## src/rtl/ycr_mem_responder_if.sv

```systemverilog
// Core memory request/response bus between an initiator and the memory responder.
interface ycr_mem_responder_if #(
  parameter int AW = 32,
  parameter int DW = 32,
  parameter int BW = 10
) ();
  logic          core_req;
  logic          core_cmd;
  logic [1:0]    core_width;
  logic [AW-1:0] core_addr;
  logic [BW-1:0] core_bl;
  logic [DW-1:0] core_wdata;
  logic          core_req_ack;
  logic [DW-1:0] core_rdata;
  logic [1:0]    core_resp;

  modport master (
    output core_req, core_cmd, core_width, core_addr, core_bl, core_wdata,
    input  core_req_ack, core_rdata, core_resp
  );

  modport slave (
    input  core_req, core_cmd, core_width, core_addr, core_bl, core_wdata,
    output core_req_ack, core_rdata, core_resp
  );
endinterface

```

## src/rtl/ycr_mem_responder.sv

```systemverilog
// Target-side memory responder: serves single/burst core requests from a
// single-port synchronous SRAM, with byte masks and range/alignment errors.
module ycr_mem_responder #(
  parameter int AW     = 32,
  parameter int DW     = 32,
  parameter int BW     = 10,
  parameter int MEM_AW = 9
) (
  input  logic              clk,
  input  logic              rst_n,
  ycr_mem_responder_if.slave bus,
  output logic              mem_cs,
  output logic              mem_we,
  output logic [3:0]        mem_wmask,
  output logic [MEM_AW-1:0] mem_addr,
  output logic [DW-1:0]     mem_wdata,
  input  logic [DW-1:0]     mem_rdata
);

  // state | meaning
  // IDLE  | waiting for a request; beat 0 is served here
  // RD    | issuing remaining read beats / returning read data
  // WR    | accepting remaining write beats while core_req is high
  // ERR   | RDY_ER response cycle
  // WRESP | RDY_LOK response cycle closing a write
  localparam logic [2:0] IDLE  = 3'd0;
  localparam logic [2:0] RD    = 3'd1;
  localparam logic [2:0] WR    = 3'd2;
  localparam logic [2:0] ERR   = 3'd3;
  localparam logic [2:0] WRESP = 3'd4;

  localparam logic [1:0] NOTRDY  = 2'b00;
  localparam logic [1:0] RDY_OK  = 2'b01;
  localparam logic [1:0] RDY_ER  = 2'b10;
  localparam logic [1:0] RDY_LOK = 2'b11;

  logic [2:0]        state_q, state_d;
  logic [MEM_AW-1:0] addr_q, addr_d;
  logic [BW-1:0]     cnt_q, cnt_d;
  logic [3:0]        mask_q, mask_d;
  logic [1:0]        resp_q, resp_d;
  logic              rd_q, rd_d;

  logic [MEM_AW-1:0] start_waddr;
  logic [BW-1:0]     bl_eff;
  logic              req_err;
  logic [3:0]        req_mask;
  logic              ack, cs, we;
  logic [3:0]        wmask;

  assign start_waddr = bus.core_addr[MEM_AW+1:2];
  assign bl_eff      = (bus.core_bl == '0) ? BW'(1) : bus.core_bl;

  always_comb begin
    req_err  = (bus.core_addr[AW-1:MEM_AW+2] != '0);
    req_mask = 4'b0000;
    case (bus.core_width)
      2'b00: req_mask = 4'b0001 << bus.core_addr[1:0];
      2'b01: begin
        req_mask = bus.core_addr[1] ? 4'b1100 : 4'b0011;
        req_err  = req_err | bus.core_addr[0];
      end
      2'b10: begin
        req_mask = 4'b1111;
        req_err  = req_err | (bus.core_addr[1:0] != 2'b00);
      end
      default: req_err = 1'b1;
    endcase
    if (bl_eff != BW'(1) && bus.core_width != 2'b10) req_err = 1'b1;
  end

  always_comb begin
    state_d  = state_q;
    addr_d   = addr_q;
    cnt_d    = cnt_q;
    mask_d   = mask_q;
    resp_d   = NOTRDY;
    rd_d     = 1'b0;
    ack      = 1'b0;
    cs       = 1'b0;
    we       = 1'b0;
    wmask    = 4'b0000;
    mem_addr = addr_q;
    case (state_q)
      IDLE: begin
        mem_addr = start_waddr;
        if (bus.core_req) begin
          ack = 1'b1;
          if (req_err) begin
            state_d = ERR;
            resp_d  = RDY_ER;
          end else begin
            cs     = 1'b1;
            addr_d = start_waddr + MEM_AW'(1);
            cnt_d  = bl_eff - BW'(1);
            if (!bus.core_cmd) begin
              state_d = RD;
              rd_d    = 1'b1;
              resp_d  = (bl_eff == BW'(1)) ? RDY_LOK : RDY_OK;
            end else begin
              we      = 1'b1;
              wmask   = req_mask;
              mask_d  = req_mask;
              state_d = (bl_eff == BW'(1)) ? WRESP : WR;
              resp_d  = (bl_eff == BW'(1)) ? RDY_LOK : NOTRDY;
            end
          end
        end
      end
      RD: begin
        if (cnt_q != '0) begin
          cs     = 1'b1;
          addr_d = addr_q + MEM_AW'(1);
          cnt_d  = cnt_q - BW'(1);
          rd_d   = 1'b1;
          resp_d = (cnt_q == BW'(1)) ? RDY_LOK : RDY_OK;
        end else begin
          state_d = IDLE;
        end
      end
      WR: begin
        if (bus.core_req) begin
          ack    = 1'b1;
          cs     = 1'b1;
          we     = 1'b1;
          wmask  = mask_q;
          addr_d = addr_q + MEM_AW'(1);
          cnt_d  = cnt_q - BW'(1);
          if (cnt_q == BW'(1)) begin
            state_d = WRESP;
            resp_d  = RDY_LOK;
          end
        end
      end
      default: state_d = IDLE;
    endcase
  end

  // Nothing reaches the bus or the SRAM while reset is asserted.
  assign bus.core_req_ack = ack & rst_n;
  assign mem_cs           = cs & rst_n;
  assign mem_we           = we & rst_n;
  assign mem_wmask        = rst_n ? wmask : 4'b0000;
  assign mem_wdata        = bus.core_wdata;
  assign bus.core_resp    = resp_q;
  // mem_rdata is the SRAM output register, so this still moves only on clk edges.
  assign bus.core_rdata   = rd_q ? mem_rdata : '0;

  always_ff @(posedge clk) begin
    if (!rst_n) begin
      state_q <= IDLE;
      addr_q  <= '0;
      cnt_q   <= '0;
      mask_q  <= 4'b0000;
      resp_q  <= NOTRDY;
      rd_q    <= 1'b0;
    end else begin
      state_q <= state_d;
      addr_q  <= addr_d;
      cnt_q   <= cnt_d;
      mask_q  <= mask_d;
      resp_q  <= resp_d;
      rd_q    <= rd_d;
    end
  end

endmodule

```

## src/flat_wrapper.sv

```systemverilog
// flat-port wrapper written by rule: the top's interface ports become plain ports
module ycr_mem_responder_flat 
#(
  parameter int AW     = 32,
  parameter int DW     = 32,
  parameter int BW     = 10,
  parameter int MEM_AW = 9
)
  (clk, rst_n, mem_cs, mem_we, mem_wmask, mem_addr, mem_wdata, mem_rdata, bus_core_req, bus_core_cmd, bus_core_width, bus_core_addr, bus_core_bl, bus_core_wdata, bus_core_req_ack, bus_core_rdata, bus_core_resp);
  ycr_mem_responder_if #(.AW(AW), .DW(DW), .BW(BW)) bus_i ();
  input  logic clk;
  input  logic rst_n;
  output logic mem_cs;
  output logic mem_we;
  output logic [3:0] mem_wmask;
  output logic [MEM_AW-1:0] mem_addr;
  output logic [DW-1:0] mem_wdata;
  input  logic [DW-1:0] mem_rdata;
  input wire logic [$bits(bus_i.core_req)-1:0] bus_core_req;
  input wire logic [$bits(bus_i.core_cmd)-1:0] bus_core_cmd;
  input wire logic [$bits(bus_i.core_width)-1:0] bus_core_width;
  input wire logic [$bits(bus_i.core_addr)-1:0] bus_core_addr;
  input wire logic [$bits(bus_i.core_bl)-1:0] bus_core_bl;
  input wire logic [$bits(bus_i.core_wdata)-1:0] bus_core_wdata;
  output wire logic [$bits(bus_i.core_req_ack)-1:0] bus_core_req_ack;
  output wire logic [$bits(bus_i.core_rdata)-1:0] bus_core_rdata;
  output wire logic [$bits(bus_i.core_resp)-1:0] bus_core_resp;
  assign bus_i.core_req = bus_core_req;
  assign bus_i.core_cmd = bus_core_cmd;
  assign bus_i.core_width = bus_core_width;
  assign bus_i.core_addr = bus_core_addr;
  assign bus_i.core_bl = bus_core_bl;
  assign bus_i.core_wdata = bus_core_wdata;
  assign bus_core_req_ack = bus_i.core_req_ack;
  assign bus_core_rdata = bus_i.core_rdata;
  assign bus_core_resp = bus_i.core_resp;
  ycr_mem_responder #(.AW(AW), .DW(DW), .BW(BW), .MEM_AW(MEM_AW)) u_core (.clk(clk), .rst_n(rst_n), .bus(bus_i), .mem_cs(mem_cs), .mem_we(mem_we), .mem_wmask(mem_wmask), .mem_addr(mem_addr), .mem_wdata(mem_wdata), .mem_rdata(mem_rdata));
endmodule
```

## config.mk

```make
export PLATFORM = sky130hd
export DESIGN_NAME = ycr_mem_responder_flat
export DESIGN_NICKNAME = d
export VERILOG_FILES = /design/src/rtl/ycr_mem_responder_if.sv /design/src/rtl/ycr_mem_responder.sv /design/src/flat_wrapper.sv
export SDC_FILE = /design/constraint.sdc
export NUM_CORES = 1
export LEC_CHECK = 0
export CELL_PAD_IN_SITES_DETAIL_PLACEMENT = 1
export CELL_PAD_IN_SITES_GLOBAL_PLACEMENT = 1
export CORE_ASPECT_RATIO = 1.25
export CORE_MARGIN = 3
export CORE_UTILIZATION = 27
export CTS_CLUSTER_DIAMETER = 40
export DETAILED_ROUTE_END_ITERATION = 6
export PLACE_DENSITY_LB_ADDON = 0.08
export SKIP_LAST_GASP = 1
export SLEW_MARGIN = 5
export SYNTH_ARGS = -nofsm -noshare
export SYNTH_HDL_FRONTEND = slang
export SYNTH_SLANG_ARGS = --single-unit
```

## constraint.sdc

```tcl
create_clock -name clk -period 5.6 [get_ports clk]
set_clock_uncertainty 0.05 [all_clocks]
set_input_delay 0.84 -clock clk [delete_from_list [all_inputs] [get_ports clk]]
set_output_delay 0.84 -clock clk [all_outputs]
set_load 0.02 [all_outputs]
```

* Word-level counts from Yosys, hierarchy flattened
Cells that the tools add are included.
** Cells by class
- $add $sub $neg :: 4
- Equality and inequality tests :: 14
- Shift operators :: 1
- Multiplexer cells :: 55
- Bitwise operators :: 6
- Reduce and logical (&&, ||, !) cells :: 12
** Operator list (number)
- 2-to-1 mux 10 bit :: 5
- 2-to-1 mux 9 bit :: 5
- 2-to-1 mux 32 bit :: 1
- one-hot mux 10 bit (3 select lines) :: 1
- one-hot mux 9 bit (3 select lines) :: 1
- 2-to-1 mux 4 bit :: 6
- 2-to-1 mux 3 bit :: 7
- nonzero test 21 bit :: 1
- equality test 10 x 1 -> 1 bit (second input constant) :: 2
- subtractor 10 x 1 -> 10 bit (second input constant) :: 2
- adder 9 x 1 -> 9 bit (second input constant) :: 2
- 2-to-1 mux 2 bit :: 9
- 2-to-1 mux 1 bit :: 12
- one-hot mux 4 bit (3 select lines) :: 1
- zero test 10 bit :: 1
- != test 10 x 1 -> 1 bit (second input constant) :: 1
- != test 2 bit (second input constant) :: 5
- nonzero test 10 bit :: 1
- one-hot mux 3 bit (3 select lines) :: 1
- one-hot mux 4 bit (2 select lines) :: 1
- AND reduction 4 bit :: 2
- one-hot mux 1 bit (3 select lines) :: 2
- one-hot mux 2 bit (3 select lines) :: 1
- AND reduction 5 bit :: 1
- other kinds (16) :: 21
** Word-level totals
- Register bits :: 29

* Depth between registers and ports, before layout
- Depth after elaboration :: 9
- Mapped depth :: 15
- Depth with buffers taken out :: 11

* Least setup slack after synthesis
No wires, ideal clock.
- Path type :: input port to output port
- Start point :: input port bus_core_bl[5]
- End point :: output port mem_wmask[2]
- Arrival time :: 3206 ps
- Data required time :: 4710 ps
- Path slack :: 1504 ps
- Cell stages on the path :: 11
- Buffers on the path :: 1
- Path through :: or4_1 nor3_1 a31oi_1 inv_1 ha_1 nand4_1 a21o_1 a211oi_2 buf_4 a32oi_1 nor2_1
** On the way
- Cells in the longest elaborated chain, start to end :: 9
** Ends and longest elaborated chain
- start, declared :: line flat_wrapper.sv:23 : input wire logic [$bits(bus_i.core_bl)-1:0] bus_core_bl;
- zero test 10 bit :: line ycr_mem_responder.sv:52 : assign bl_eff = (bus.core_bl == '0) ? BW'(1) : bus.core_bl;
- 2-to-1 mux 10 bit (*) :: line ycr_mem_responder.sv:52
- != test 10 x 1 -> 1 bit (*) :: line ycr_mem_responder.sv:69 : if (bl_eff != BW'(1) && bus.core_width != 2'b10) req_err = 1'b1;
- logical AND 1 bit (*) :: line ycr_mem_responder.sv:69
- 2-to-1 mux 1 bit (*) :: line ycr_mem_responder.sv:69
- 2-to-1 mux 4 bit (*) :: line ycr_mem_responder.sv:89 : if (req_err) begin
- 2-to-1 mux 4 bit (*) :: line ycr_mem_responder.sv:87 : if (bus.core_req) begin
- one-hot mux 4 bit (2 select lines) (*) :: line ycr_mem_responder.sv:84 : case (state_q)
- 2-to-1 mux 4 bit (*) :: line ycr_mem_responder.sv:143 : assign mem_wmask = rst_n ? wmask : 4'b0000;
- end, declared :: line flat_wrapper.sv:15 : output logic [3:0] mem_wmask;
Every way passes the cells marked *; elsewhere a longest branch is shown, timed or not.

* Worst setup path in the final report
- Start point :: input port bus_core_bl[4]
- End point :: output port mem_wmask[3]
Same word-level chain as after synthesis.

==> summary.md <==
| Metric | Value |
|---|---|
| Total Nets Final | just over 600 |
| Number of flops mapped to enable cells by yosys | 0 |
| GPL Wtd Cong | just over 0.8 |
| Post-CTS Setup Inserts | 0 |
| GRT met1 Usage | approximately a fifth |
| Hold wc startpoint | u_core.mask_q[3] |
| CTS tree | done |
| Core box area | 10,900 um2 |
| Filler Cells Inserted | ~1,300 |
| GRT Residual Overflow | 0 |
| First-pass GRT wire length | between 15 and 20 mm |
| Reg2reg end | u_core.addr_q[8] |
| M3 GR Usage | under 10% |
| Hold worst-path end | u_core.mask_q[3] |
| Worst rel slew slack | approximately 38% |
| Clock sink total | 29 |
| Routed wire per std cell | about 18 um |
| CP max FO | 7 |
| Inserted Clock Buffers | 5 |
| DR DRC count | 0 |
| Synth warnings | 0 |
| Initial antenna violation count | 0 |
| Power Total | between 0.001 and 0.0015 W |
| Dominant cells by area after synthesis | dfxtp_1 19%, buf_4 8.1%, and2_1 6.7% |
| Clock root cell | clkbuf_16 |
| Antenna-violating nets left | 0 |
| Vias post-DR | roughly 3,400 |
| CP arrival | around 4.4 ns |
| Startpoint Class | input port |
| Synth Area per Inst | 7.50 um2 |
| Ys flop type | dfxtp_1 |
| Most frequent CP cell | clkdlybuf4s50_1 |
| Final period util | a little over nine tenths |
| Yosys top cell by area | dfxtp_1 |
| Drt first-iter violations | 124 |
| Yosys cell types | 65 |
| Final Setup Violations | 0 |
| Worst hold stages | 1 |
| P&R area growth vs syn | 42.8% |
| Layout cell share with drive strength beyond 1 | 8.38% |
| HPWL reported at the end of detailed placement | around 9 mm |
| CTS H-tree depth | 2 |
| PD cells | approximately 240 nW/um2 |
| Syn Nets | approximately 530 |
| GRT Util Overall | approximately 18% |
| Hold Violations, Final | 0 |
| Synthesized flop and latch total | 29 |
| Fmax | 0.190 GHz |
| Min Tclk post-route | around 5.3 ns |
| Std-Cell Rows | 42 |
| Setup TNS | 0 ns |
| Die ar. | ~13,000 um2 |
| Ys async rst share | 0% |
| Post-Syn Area | between 3000 and 4000 um2 |
| Critical path depth in cells | 13 |
| Crit path buf inv count | 4 |
| Clock buffer depth | 2 |
| Synth top area share | a little under a fifth |
| Via count of the first global-routing pass | ~3,700 |
| Critical-path cell list | clkdlybuf4s50_1, or4_1, nor3_1, a31oi_1, inv_1, ha_1, nand4_1, a21o_1, a211oi_4, buf_4, a32oi_1, nor2_1, clkdlybuf4s50_1 |
| Vias per cell | 5.39 |
| Die Height | ~130 um |
| FF-to-FF setup slack | 2.16 ns |
| Kind of critical path | in2out |
| Final core occ | ~40% |
| Cells after synthesis | 410 |
| Sequential share of the synthesized area | 18.9% |
| DR pass1 iterations | 4 |
| RSZ-0062 raised after global routing | no |
| Crit path max-delay cell type | clkdlybuf4s50_1 |
| Buffers on Ports | between 100 and 150 |
| Max-cap violations | 0 |
| Largest net degree at the start of global routing | 33 |
| Worst path top cell family by delay | buffers and inverters |
| Min-Delay Path Class | reg2reg |
| Critical Path End Type | output pin |
| Die W | about 100 um |
| Met2 GRT Util | approximately a third |
| Req. time, crit path | approximately 4.7 ns |
| Slowest Stage Delay on Critical Path | about 0.61 ns |
| Leakage | ~1.7 nW |
| Reg-to-reg critical path startpoint | u_core.state_q[2] |
| Non-filler cells, final | about 630 |
| ANT cells | 0 |
| # placed instances | around 630 |
| WL final | around 12 mm |
| VDD IR-drop max | between 0.1 and 0.15 mV |
| I/O pin total | roughly 190 |
| Initial Util | ~28% |
| Status | completed |
| Measured slew at the worst slew-check pin | approximately 0.93 ns |
| FF-to-FF path depth | 11 |
| Reg clk slew, reported paths | around 0.050 ns |
| Clock insertion delay at the later pin of the skew report | roughly 0.28 ns |
| Pins Over Slew Limit | 0 |
| GR peak layer | met2 |
-- cell type report --
type	count	area, um2	area share [%]
Multi-Input combinational cell	308	2060	46.8
Timing Repair Buffer	140	1370	31.3
Sequential cell	29	581	13.2
Tap cell	132	165	3.76
Clock buffer	7	153	3.47
Inverter	16	60.1	1.37
Clock inverter	1	5.00	0.114
-- synthesized netlist by cell type (8+ instances only) --
master    number
a21oi_1       27
a31oi_1       15
and2_1        33
buf_4         33
clkbuf_1      13
dfxtp_1       29
ha_1           9
inv_1         16
mux2_2         9
nand2_1       31
nand3_1        9
nor2_1        29
nor3_1        13
nor4_1         8
o21ai_0       12
o221a_1        8
-- worst max-delay path by stage --
stage | slack [ns] | startpoint | end
floorplan | 1.50 | bus_core_bl[5] | mem_wmask[2]
global placement | 0.37 | bus_core_bl[4] | mem_wmask[3]
detailed placement | 0.25 | bus_core_bl[4] | mem_wmask[3]
CTS | 0.23 | bus_core_bl[4] | mem_wmask[3]
global route | 0.07 | bus_core_bl[4] | mem_wmask[3]
finish | 0.33 | bus_core_bl[4] | mem_wmask[3]
-- registers in the layout, indices dropped and copies added, names as in the netlist --
signal / count
u_core.rd_q: 1
u_core.addr_q: 9
u_core.bus.core_resp: 2
u_core.cnt_q: 10
u_core.state_q: 3
u_core.mask_q: 4
-- through the flow --
step	worst slack (ns)	area, um2	hold slack [ns]
2_1_floorplan	1.50	3080	0.408
3_3_place_gp	0.375	4230	0.424
3_5_place_dp	0.252	4230	0.437
4_1_cts	0.226	4390	0.447
5_1_grt	0.0749	4390	0.463
6_report	0.332	4390	0.448
-- report_power, final --
part	switching (W)	internal [W]	total (W)	leakage, nW
Clock	0.000104	0.000188	0.000292	0.0799
Combinational	0.000274	0.000226	0.000499	1.35
Sequential	0.0000439	0.000236	0.000280	0.237
Total	0.000422	0.000650	0.00107	1.66
-- metal layers --
metal | routed length [um] | share of wire, % | vias up
met1 | 4630 | 40 | 1606
met2 | 6130 | 52 | 124
met5 | 0 | 0 | -
met4 | 312 | 2.7 | 0
li1 | - | - | 1656
met3 | 623 | 5.3 | 27
-- timing repair --
action	4_1_cts	5_1_grt
setup endpoints to repair	0	3
hold endpoints to repair	0	0
hold buffers	0	0
gates resized for setup	0	1
-- cells in the final DEF (no fill, tap or decap), types with 4 or more instances in the layout --
| master | n |
|---|---|
| o211a_1 | 4 |
| a22oi_1 | 4 |
| o31ai_1 | 6 |
| o21ai_0 | 12 |
| nor4_1 | 8 |
| and2_1 | 33 |
| dfxtp_1 | 29 |
| or3_1 | 7 |
| nand3_1 | 9 |
| a21o_1 | 5 |
| xor2_1 | 4 |
| a31oi_1 | 15 |
| nor2_1 | 29 |
| mux2_2 | 9 |
| o221a_1 | 8 |
| and3_1 | 7 |
| a32oi_1 | 4 |
| o21ai_1 | 7 |
| nand2_1 | 31 |
| inv_1 | 16 |
| a21oi_1 | 27 |
| clkbuf_16 | 5 |
| ha_1 | 9 |
| buf_4 | 11 |
| nor3_1 | 13 |
| clkdlybuf4s50_1 | 129 |
| o22ai_1 | 4 |
| or4_1 | 4 |
-- kinds of logic (layout without fill, tap and decap cells) --
kind of cell | count (synthesis) | count (layout) | share of synthesized area [%]
and+or+nand+nor | 162 | 162 | 29.1
AOI/OAI and AO/OA | 119 | 119 | 27.9
buffers and inverters | 73 | 164 | 14.5
DFF | 29 | 29 | 18.9
muxes | 11 | 11 | 3.95
adders and majority gates | 9 | 9 | 3.66
xor gates and xnor gates | 7 | 7 | 1.99
Note: power is estimated with default switching activity, not from simulation.
